**config.mk**
```make
export PLATFORM = sky130hd
export DESIGN_NAME = mul_display
export DESIGN_NICKNAME = d
export VERILOG_FILES = /design/src/rtl/mul_display_pkg.sv /design/src/rtl/mul_display_seg7_decode.sv /design/src/rtl/mul_display.sv
export SDC_FILE = /design/constraint.sdc
export NUM_CORES = 1
export LEC_CHECK = 0
export BUFFER_PORTS_ARGS = -buffer_cell sky130_fd_sc_hd__buf_2
export CAP_MARGIN = 0
export CORE_MARGIN = 4
export CORE_UTILIZATION = 44
export DETAILED_ROUTE_END_ITERATION = 6
export SLEW_MARGIN = 40
export SYNTH_ARGS = -nofsm -noshare
export SYNTH_HDL_FRONTEND = slang
export SYNTH_HIERARCHICAL = 1
export SYNTH_SLANG_ARGS = --single-unit
```
**constraint.sdc**
```tcl
create_clock -name clk -period 3.1 [get_ports clk]
set_clock_uncertainty 0.1 [all_clocks]
set_input_delay 0.31 -clock clk [delete_from_list [all_inputs] [get_ports clk]]
set_output_delay 0.31 -clock clk [all_outputs]
set_load 0.02 [all_outputs]
```
**src/rtl/mul_display_pkg.sv**
```systemverilog
// Shared glyph codes, scan states and segment patterns for the multiplier display.
package mul_display_pkg;

  localparam logic [3:0] GLYPH_DASH  = 4'hA;
  localparam logic [3:0] GLYPH_BLANK = 4'hF;
  localparam int         NUM_DIGITS  = 4;

  typedef enum logic {
    BLANK,
    DRIVE
  } scan_state_t;

  // Active-high {g,f,e,d,c,b,a}; index 0 is the rightmost concatenation entry.
  localparam logic [9:0][6:0] SEG_DIGITS = {
    7'h6F, 7'h7F, 7'h07, 7'h7D, 7'h6D,
    7'h66, 7'h4F, 7'h5B, 7'h06, 7'h3F
  };
  localparam logic [6:0] SEG_DASH = 7'h40;
  localparam logic [6:0] SEG_OFF  = 7'h00;

endpackage

```
**src/rtl/mul_display_seg7_decode.sv**
```systemverilog
// Glyph code to active-high seven-segment pattern; codes B..E render blank.
module seg7_decode
  import mul_display_pkg::*;
(
  input  logic [3:0] glyph,
  output logic [6:0] seg
);

  always_comb begin
    seg = SEG_OFF;
    case (glyph)
      4'h0: seg = SEG_DIGITS[0];
      4'h1: seg = SEG_DIGITS[1];
      4'h2: seg = SEG_DIGITS[2];
      4'h3: seg = SEG_DIGITS[3];
      4'h4: seg = SEG_DIGITS[4];
      4'h5: seg = SEG_DIGITS[5];
      4'h6: seg = SEG_DIGITS[6];
      4'h7: seg = SEG_DIGITS[7];
      4'h8: seg = SEG_DIGITS[8];
      4'h9: seg = SEG_DIGITS[9];
      GLYPH_DASH: seg = SEG_DASH;
      default: seg = SEG_OFF;
    endcase
  end

endmodule

```
**src/rtl/mul_display.sv**
```systemverilog
// Captures a sign-magnitude product, converts it to decimal glyphs and scans
// a 4-digit multiplexed seven-segment display with a blank gap between digits.
module mul_display
  import mul_display_pkg::*;
#(
  parameter int SCAN_DIV       = 50000,
  parameter int BLANK_CYCLES   = 500,
  parameter bit ACTIVE_LOW_SEG = 1'b1,
  parameter bit ACTIVE_LOW_AN  = 1'b1
) (
  input  logic       clk,
  input  logic       rst,
  input  logic       load,
  input  logic [4:0] product,
  input  logic       zero_flag,
  output logic [6:0] seg,
  output logic [3:0] an,
  output logic       shown_valid
);

  localparam int CNT_MAX = (SCAN_DIV > BLANK_CYCLES) ? SCAN_DIV : BLANK_CYCLES;
  localparam int CNT_W   = (CNT_MAX > 1) ? $clog2(CNT_MAX) : 1;
  localparam logic [CNT_W-1:0] BLANK_LAST = CNT_W'(BLANK_CYCLES - 1);
  localparam logic [CNT_W-1:0] DRIVE_LAST = CNT_W'(SCAN_DIV - 1);

  logic [4:0]       held_product;
  logic             held_zero;

  scan_state_t      state, state_next;
  logic [CNT_W-1:0] cnt, cnt_next;
  logic [1:0]       idx, idx_next;

  logic [4:0]       cur_product;
  logic             cur_zero;
  logic             cur_valid;
  logic [3:0]       mag;
  logic             tens;
  logic [3:0]       units;
  logic             neg;
  logic [3:0]       glyph;
  logic [6:0]       seg_decoded;
  logic [6:0]       seg_on;
  logic [3:0]       an_on;

  // The outputs are registered from next-cycle values, so conversion looks
  // through a same-edge load; the new glyph appears right after the capture.
  assign cur_product = load ? product : held_product;
  assign cur_zero    = load ? zero_flag : held_zero;
  assign cur_valid   = load | shown_valid;

  always_comb begin
    mag   = cur_zero ? 4'd0 : cur_product[3:0];
    tens  = (mag >= 4'd10);
    units = tens ? (mag - 4'd10) : mag;
    neg   = cur_product[4] & ~cur_zero & (mag != 4'd0);
  end

  always_comb begin
    glyph = GLYPH_BLANK;
    if (cur_valid) begin
      case (idx_next)
        2'd0: glyph = units;
        2'd1: glyph = tens ? 4'd1 : GLYPH_BLANK;
        2'd2: glyph = neg ? GLYPH_DASH : GLYPH_BLANK;
        default: glyph = GLYPH_BLANK;
      endcase
    end else begin
      glyph = (idx_next == 2'd3) ? GLYPH_BLANK : GLYPH_DASH;
    end
  end

  seg7_decode u_decode (
    .glyph (glyph),
    .seg   (seg_decoded)
  );

  always_comb begin
    state_next = state;
    cnt_next   = cnt + 1'b1;
    idx_next   = idx;
    case (state)
      BLANK: begin
        if (cnt == BLANK_LAST) begin
          cnt_next   = '0;
          state_next = DRIVE;
        end
      end
      DRIVE: begin
        if (cnt == DRIVE_LAST) begin
          cnt_next   = '0;
          idx_next   = idx + 2'd1;
          state_next = BLANK;
        end
      end
      default: begin
        cnt_next   = '0;
        state_next = BLANK;
      end
    endcase
  end

  always_comb begin
    seg_on = SEG_OFF;
    an_on  = 4'h0;
    if (state_next == DRIVE) begin
      seg_on = seg_decoded;
      an_on  = 4'(1) << idx_next;
    end
  end

  // Held operand registers carry no reset; shown_valid masks them until a load.
  always_ff @(posedge clk) begin
    if (load) begin
      held_product <= product;
      held_zero    <= zero_flag;
    end
  end

  always_ff @(posedge clk) begin
    if (rst) begin
      state       <= BLANK;
      cnt         <= '0;
      idx         <= 2'd0;
      shown_valid <= 1'b0;
      seg         <= ACTIVE_LOW_SEG ? 7'h7F : 7'h00;
      an          <= ACTIVE_LOW_AN ? 4'hF : 4'h0;
    end else begin
      state       <= state_next;
      cnt         <= cnt_next;
      idx         <= idx_next;
      shown_valid <= cur_valid;
      seg         <= ACTIVE_LOW_SEG ? ~seg_on : seg_on;
      an          <= ACTIVE_LOW_AN ? ~an_on : an_on;
    end
  end

endmodule

```
==> metrics.cfg, run 1 <==
[run]
maxCapViolations = 0

[sta]
clock.fmax_mhz = 341
slew_headroom_pct = 56.7
hold_viol = 0
setup_violations = 0
finalMaxSlewViolations = 0
finalWorstSetupSlack_ps = 169
holdWs_ps = 142
tns_ps = 0
rsz0062_at_grt = no
tightest_slew_ps = 649
period_minus_slack_ps = 2930
period_share_pct = 94.5

[placement]
finalWeightedCongestion = 0.805
dp_cells = 291
hpwlAfterDp_mm = 2.72
portBuffers = 20
place_ws_ps = -29.8

[worst_setup_path]
critPathMaxFanout = 4
end_kind = flop
reg2reg_slack_ps = 170
rr_endpoint = seg[6]$_SDFF_PP1_
required_ps = 3180
crit_path_start_kind = flop
path_class = reg -> reg
cp.arrival_ps = 3010
r2r.worst_path.cells = 11
timing.rr.start = cnt[10]$_SDFF_PP0_

[cells_and_area]
finalNonFillerCells = 303
final_nets = 267
drive_gt1_share_pct = 23.5
fill_cells = 436
diodes = 0
area_growth_pct = 14.4
finish.utilization_pct = 52.0
multiInputGateArea_um2 = 1100
regArea_um2 = 741

[detailed_routing]
num_vias = 1584
routed_wl_mm = 3.86
firstDrtPassIters = 4
ant_nets = 0
wl_per_cell_um = 12.7
drc = 0
avgViaCountPerCell = 5.23
drtIter0Drc = 110

[global_route]
overflow = 0
track_usage_pct = 15.0
use_met3_pct = 4.01
grt_use_met1_pct = 21.8
grt_max_degree = 20
antenna_found_initial = 0
grtUsageMet2_pct = 21.3
grt_pass1_vias = 1397
grt_pass1_wl_mm = 6.46
busiest_layer = met1

[min_path]
hold_path_end = held_product[4]$_DFF_P_
hp-start = product[4]
min_path_type = in -> reg
hold_depth = 3

[pwr]
vdd_drop_max_mv = 0.309
p_int_mw = 0.817
power.switching_mw = 0.254
power_frac_comb_pct = 13.9
p_sw_share_pct = 23.7
pwr-share-clk_pct = 39.8
leakagePower_nw = 0.877
powerDensity_nw_per_um2 = 476
power_frac_seq_pct = 46.3

[yosys]
seq_area_frac_synth_pct = 37.7
synth-edff-count = 0
ys_ff_latch = 37
yosys_warnings = 6
yosysUniqueCellTypes = 56
synth_common_cells = dfxtp_1 (37), nor2_1 (30), nand2_1 (24), inv_1 (10), xor2_1 (10)
syn_nets = 240
synth_area_um2 = 1960
synth.top_cell.area_share_pct = 37.7
yosysMostFrequentCell = dfxtp_1
ys.flop_type = dfxtp_1
syn_inst = 223
yosysTopAreaCell = dfxtp_1
avgSynthCellArea_um2 = 8.81
yosys-top-cells-area = dfxtp_1 (38%), nor2_1 (5.7%), ha_1 (5.1%), nand2_1 (4.6%), xor2_1 (4.5%)
synthArstFlopShare_pct = 0

[clock_tree]
cts_sinks = 37
clock_latency_ps = 290
numCtsBuffers = 5
htree_levels = 2
tritoncts = built
root_buffer = clkbuf_8
clk_pin_slew_worst_paths_ps = 70
clockBufferDepth = 2

[run_status]
status = completed

[floorplan]
fp.dieW_um = 74.8
core.rowCount = 24
io-pin-count = 21
die_h_um = 74.8
die_area_um2 = 5600
initial_utilization_pct = 45.4
core-area_um2 = 4320

-- kinds of logic (layout without fill, tap and decap cells) --
logic type / Yosys count / after routing / share of synthesized area (%)
flops: 37 / 37 / 37.7
buf+inv: 23 / 50 / 6.56
mux: 6 / 6 / 3.57
compound gates: 37 / 37 / 13.2
simple gates: 96 / 97 / 25.7
xor+xnor: 16 / 16 / 8.09
fa+ha+maj: 8 / 8 / 5.10
-- cell usage in the layout, fill, tap and decap left out, types with 8 or more instances in the layout --
cell type,instances
xor2_1,10
inv_1,10
buf_2,20
nand2_1,24
nor2_1,30
dfxtp_1,37
ha_1,8
buf_4,10
-- worst max-delay path by stage --
stage | startpoint | end | slack, ps | cells past startpoint
after CTS | cnt[10]$_SDFF_PP0_ | seg[6]$_SDFF_PP1_ | 80 | 11
after global placement | cnt[10]$_SDFF_PP0_ | seg[3]$_SDFF_PP1_ | -10 | 11
after global routing | held_product[1]$_DFF_P_ | seg[0]$_SDFF_PP1_ | 8 | 11
after detailed placement | cnt[10]$_SDFF_PP0_ | seg[3]$_SDFF_PP1_ | -30 | 11
final | cnt[10]$_SDFF_PP0_ | seg[6]$_SDFF_PP1_ | 170 | 11
after floorplan | cnt[10]$_SDFF_PP0_ | seg[3]$_SDFF_PP1_ | 240 | 12
-- metal layers --
layer | wire length, µm | vias to the layer above
met5 | 0 | -
met4 | 57 | 0
met3 | 207 | 5
met2 | 1600 | 34
met1 | 2000 | 715
li1 | - | 830
-- stage by stage --
step                      cell area [µm²]  total power, mW
after floorplan                      1960            0.616
after global placement               2100            0.655
after detailed placement             2100            0.654
after CTS                            2220             1.09
after global routing                 2250             1.13
final                                2250             1.07
-- power groups by stage --
stage	sequential [mW]	clock, mW	combinational [mW]
final	0.496	0.426	0.149
after global routing	0.497	0.464	0.167
after floorplan	0.506	0	0.111
after CTS	0.495	0.442	0.149
after global placement	0.507	0	0.148
after detailed placement	0.507	0	0.148
-- what timing repair did --
item | in CTS | in global routing
gates resized for setup | 1 | 1
pin swaps | 0 | 4
hold buffers | 0 | 0
endpoints found under the setup margin | 4 | 6
setup buffers | 0 | 3
gates cloned | 0 | 1
-- registers in the layout, summed over array words and instances, names as in the netlist --
| signal | cells |
|---|---|
| cnt | 16 |
| held_product | 5 |
| seg | 7 |
| held_zero | 1 |
| state | 1 |
| shown_valid | 1 |
| an | 4 |
| idx | 2 |
-- area by class of cell --
| class | count | area share [%] |
|---|---|---|
| clock buffer | 7 | 3.84 |
| timing repair buffer | 30 | 7.80 |
| tap | 52 | 2.90 |
| multi-input combinational | 164 | 49.2 |
| clock inverter | 1 | 1.34 |
| sequential | 37 | 33.0 |
| inverter | 12 | 2.00 |
-- critical path: stages (launching register included) --
cell and delay, ps:
dfxtp_1 340, or4_4 570, nor4_4 250, a31oi_1 140, o22a_2 220, o211ai_1 190, a32oi_1 170, buf_4 190
ha_1 220, mux2_4 280, o22ai_2 110, nand2_1 70
(Power assumes the default switching activity.)
==> inputs of run 2 (changes only) <==
--- a/config.mk
+++ b/config.mk
@@ -10,6 +10,7 @@
 export CORE_MARGIN = 4
 export CORE_UTILIZATION = 44
 export DETAILED_ROUTE_END_ITERATION = 6
+export PLACE_DENSITY_LB_ADDON = 0.12
 export SLEW_MARGIN = 40
 export SYNTH_ARGS = -nofsm -noshare
 export SYNTH_HDL_FRONTEND = slang
==> run 2 against run 1 <==
Compared with the run above: combinational power is 4% higher; total power is 8.3% lower; register-to-register slack better by 98 ps; die area stayed put; critical path type unchanged; clock power is 22% lower; critical path depth stayed put; worst setup slack better by 98 ps; sequential share of layout area is 0.54 points higher; via count is 2.3% lower; cell area is 1.6% lower; sequential power hardly changed; final cell count is 0.99% lower.
==> metrics.cfg, run 2 (synthesized netlist as in run 1, its figures left out) <==
[sta]
setup_violations = 0  ; unchanged
tns_ps = 0  ; unchanged
finalMaxSlewViolations = 0  ; unchanged
slew_headroom_pct = 61.4  ; +4.7 points
period_share_pct = 91.4  ; -3.2 points
period_minus_slack_ps = 2830  ; -98.0 ps
hold_viol = 0  ; unchanged
tightest_slew_ps = 574  ; -74.3 ps
clock.fmax_mhz = 353  ; +3.5%
rsz0062_at_grt = no

[clock_tree]
clock_latency_ps = 280  ; about the same
tritoncts = built
holdBufCountCts = 0  ; unchanged
cts_sinks = 37  ; unchanged
root_buffer = clkbuf_8
clk_pin_slew_worst_paths_ps = 70  ; about the same
clockBufferDepth = 2  ; unchanged
htree_levels = 2  ; unchanged
numCtsBuffers = 5  ; unchanged

[placement]
portBuffers = 20  ; unchanged
finalWeightedCongestion = 0.797  ; -0.98%
hpwlAfterDp_mm = 2.83  ; +4.2%
dp_cells = 293  ; +0.69%

[floorplan]
fp.dieW_um = 74.8  ; unchanged
core.rowCount = 24  ; unchanged
core-area_um2 = 4320  ; unchanged
io-pin-count = 21  ; unchanged
initial_utilization_pct = 45.4  ; unchanged
die_area_um2 = 5600  ; unchanged
die_h_um = 74.8  ; unchanged

[cells_and_area]
final_nets = 265  ; -0.75%
top_register = cnt
top_regs = cnt (16), seg (7), held_product (5)
finalNonFillerCells = 300  ; -0.99%
final_cell_mix = dfxtp_1 (37), nor2_1 (30), nand2_1 (24)
area_growth_pct = 12.5
layout_commonest_cell = dfxtp_1
drive_gt1_share_pct = 22.6  ; -0.93 points
largest_reg_flops = 16  ; unchanged
finish.utilization_pct = 51.1  ; -0.84 points
diodes = 0  ; unchanged
fill_cells = 452  ; +3.7%

[global_route]
track_usage_pct = 15.5  ; +0.49 points
grt_pass1_wl_mm = 6.78  ; +5.0%
grt_pass1_vias = 1474  ; +5.5%
antenna_found_initial = 0  ; unchanged
overflow = 0  ; unchanged
grt_max_degree = 20  ; unchanged

[worst_setup_path]
critPathMaxFanout = 4  ; unchanged
required_ps = 3170  ; about the same
end_kind = flop
crit_path_start_kind = flop
cp.arrival_ps = 2900  ; -110 ps
path_class = reg -> reg

[detailed_routing]
ant_nets = 0  ; unchanged
firstDrtPassIters = 4  ; unchanged
num_vias = 1548  ; -2.3%
routed_wl_mm = 3.85  ; -0.13%
wl_per_cell_um = 12.8  ; +0.87%
drc = 0  ; unchanged
drtIter0Drc = 87  ; -21%
avgViaCountPerCell = 5.16  ; -1.3%

[run]
maxCapViolations = 0  ; unchanged

[pwr]
vdd_drop_max_mv = 0.261  ; -16%
totalPowerFinal_mw = 0.982  ; -8.3%
leakagePower_nw = 0.861  ; -1.8%
powerDensity_nw_per_um2 = 444  ; -6.8%

[run_status]
status = completed

[min_path]
min_path_type = in -> reg

==> run 2: worst max-delay path, cell delays in order, from the launching register on <==
cell and delay [ps]:
dfxtp_1 340, or4_4 560, nor4_4 190, a31oi_1 120, o22a_2 210, o211ai_1 190, a32oi_1 170, buf_4 190
ha_1 220, mux2_4 280, o22ai_2 100, nand2_1 60
==> run 2: routing by layer <==
layer	share of wire, %	wire (µm)	vias to the layer above	global-route usage [%]
met5	0	0	-	0
met4	1.2	46	0	6.13
met3	3.5	136	4	2.94
met2	42	1620	24	22.2
met1	53	2050	698	22.7
li1	-	-	822	-
==> run 2: worst paths after layout <==
check                     startpoint                 endpoint  slack, ps  cells after the start
min                       product[4]  held_product[4]$_DFF_P_        150                      3
max reg2reg       cnt[10]$_SDFF_PP0_        seg[6]$_SDFF_PP1_        270                     11
min reg2reg  held_product[4]$_DFF_P_  held_product[4]$_DFF_P_        360                      2
max               cnt[10]$_SDFF_PP0_        seg[6]$_SDFF_PP1_        270                     11
==> run 2: through the flow <==
stage,hold slack [ps],cell area (µm²),setup WS (ps)
finish,150,2210,267
detailed placement,347,2110,61.3
global route,154,2210,41.4
floorplan,282,1960,239
global placement,341,2110,170
CTS,141,2200,60.0
==> run 2: cell type report <==
| type | count | area, µm² | share of cell area (%) |
|---|---|---|---|
| inverter | 12 | 45.0 | 2.04 |
| timing repair buffer | 29 | 168 | 7.58 |
| sequential | 37 | 741 | 33.5 |
| multi-input combinational | 163 | 1110 | 50.0 |
| tap | 52 | 65.1 | 2.94 |
| clock buffer | 7 | 86.3 | 3.90 |
==> run 2: report_power, final <==
part           total (mW)  internal (mW)  switching, mW
sequential          0.496          0.487        0.00844
clock               0.331          0.176          0.155
combinational       0.155         0.0706         0.0840
==> run 2: timing repair <==
item,CTS,global route
gates resized for setup,0,3
endpoints found under the setup margin,0,7
hold endpoints to repair,0,0
buffers inserted,0,0
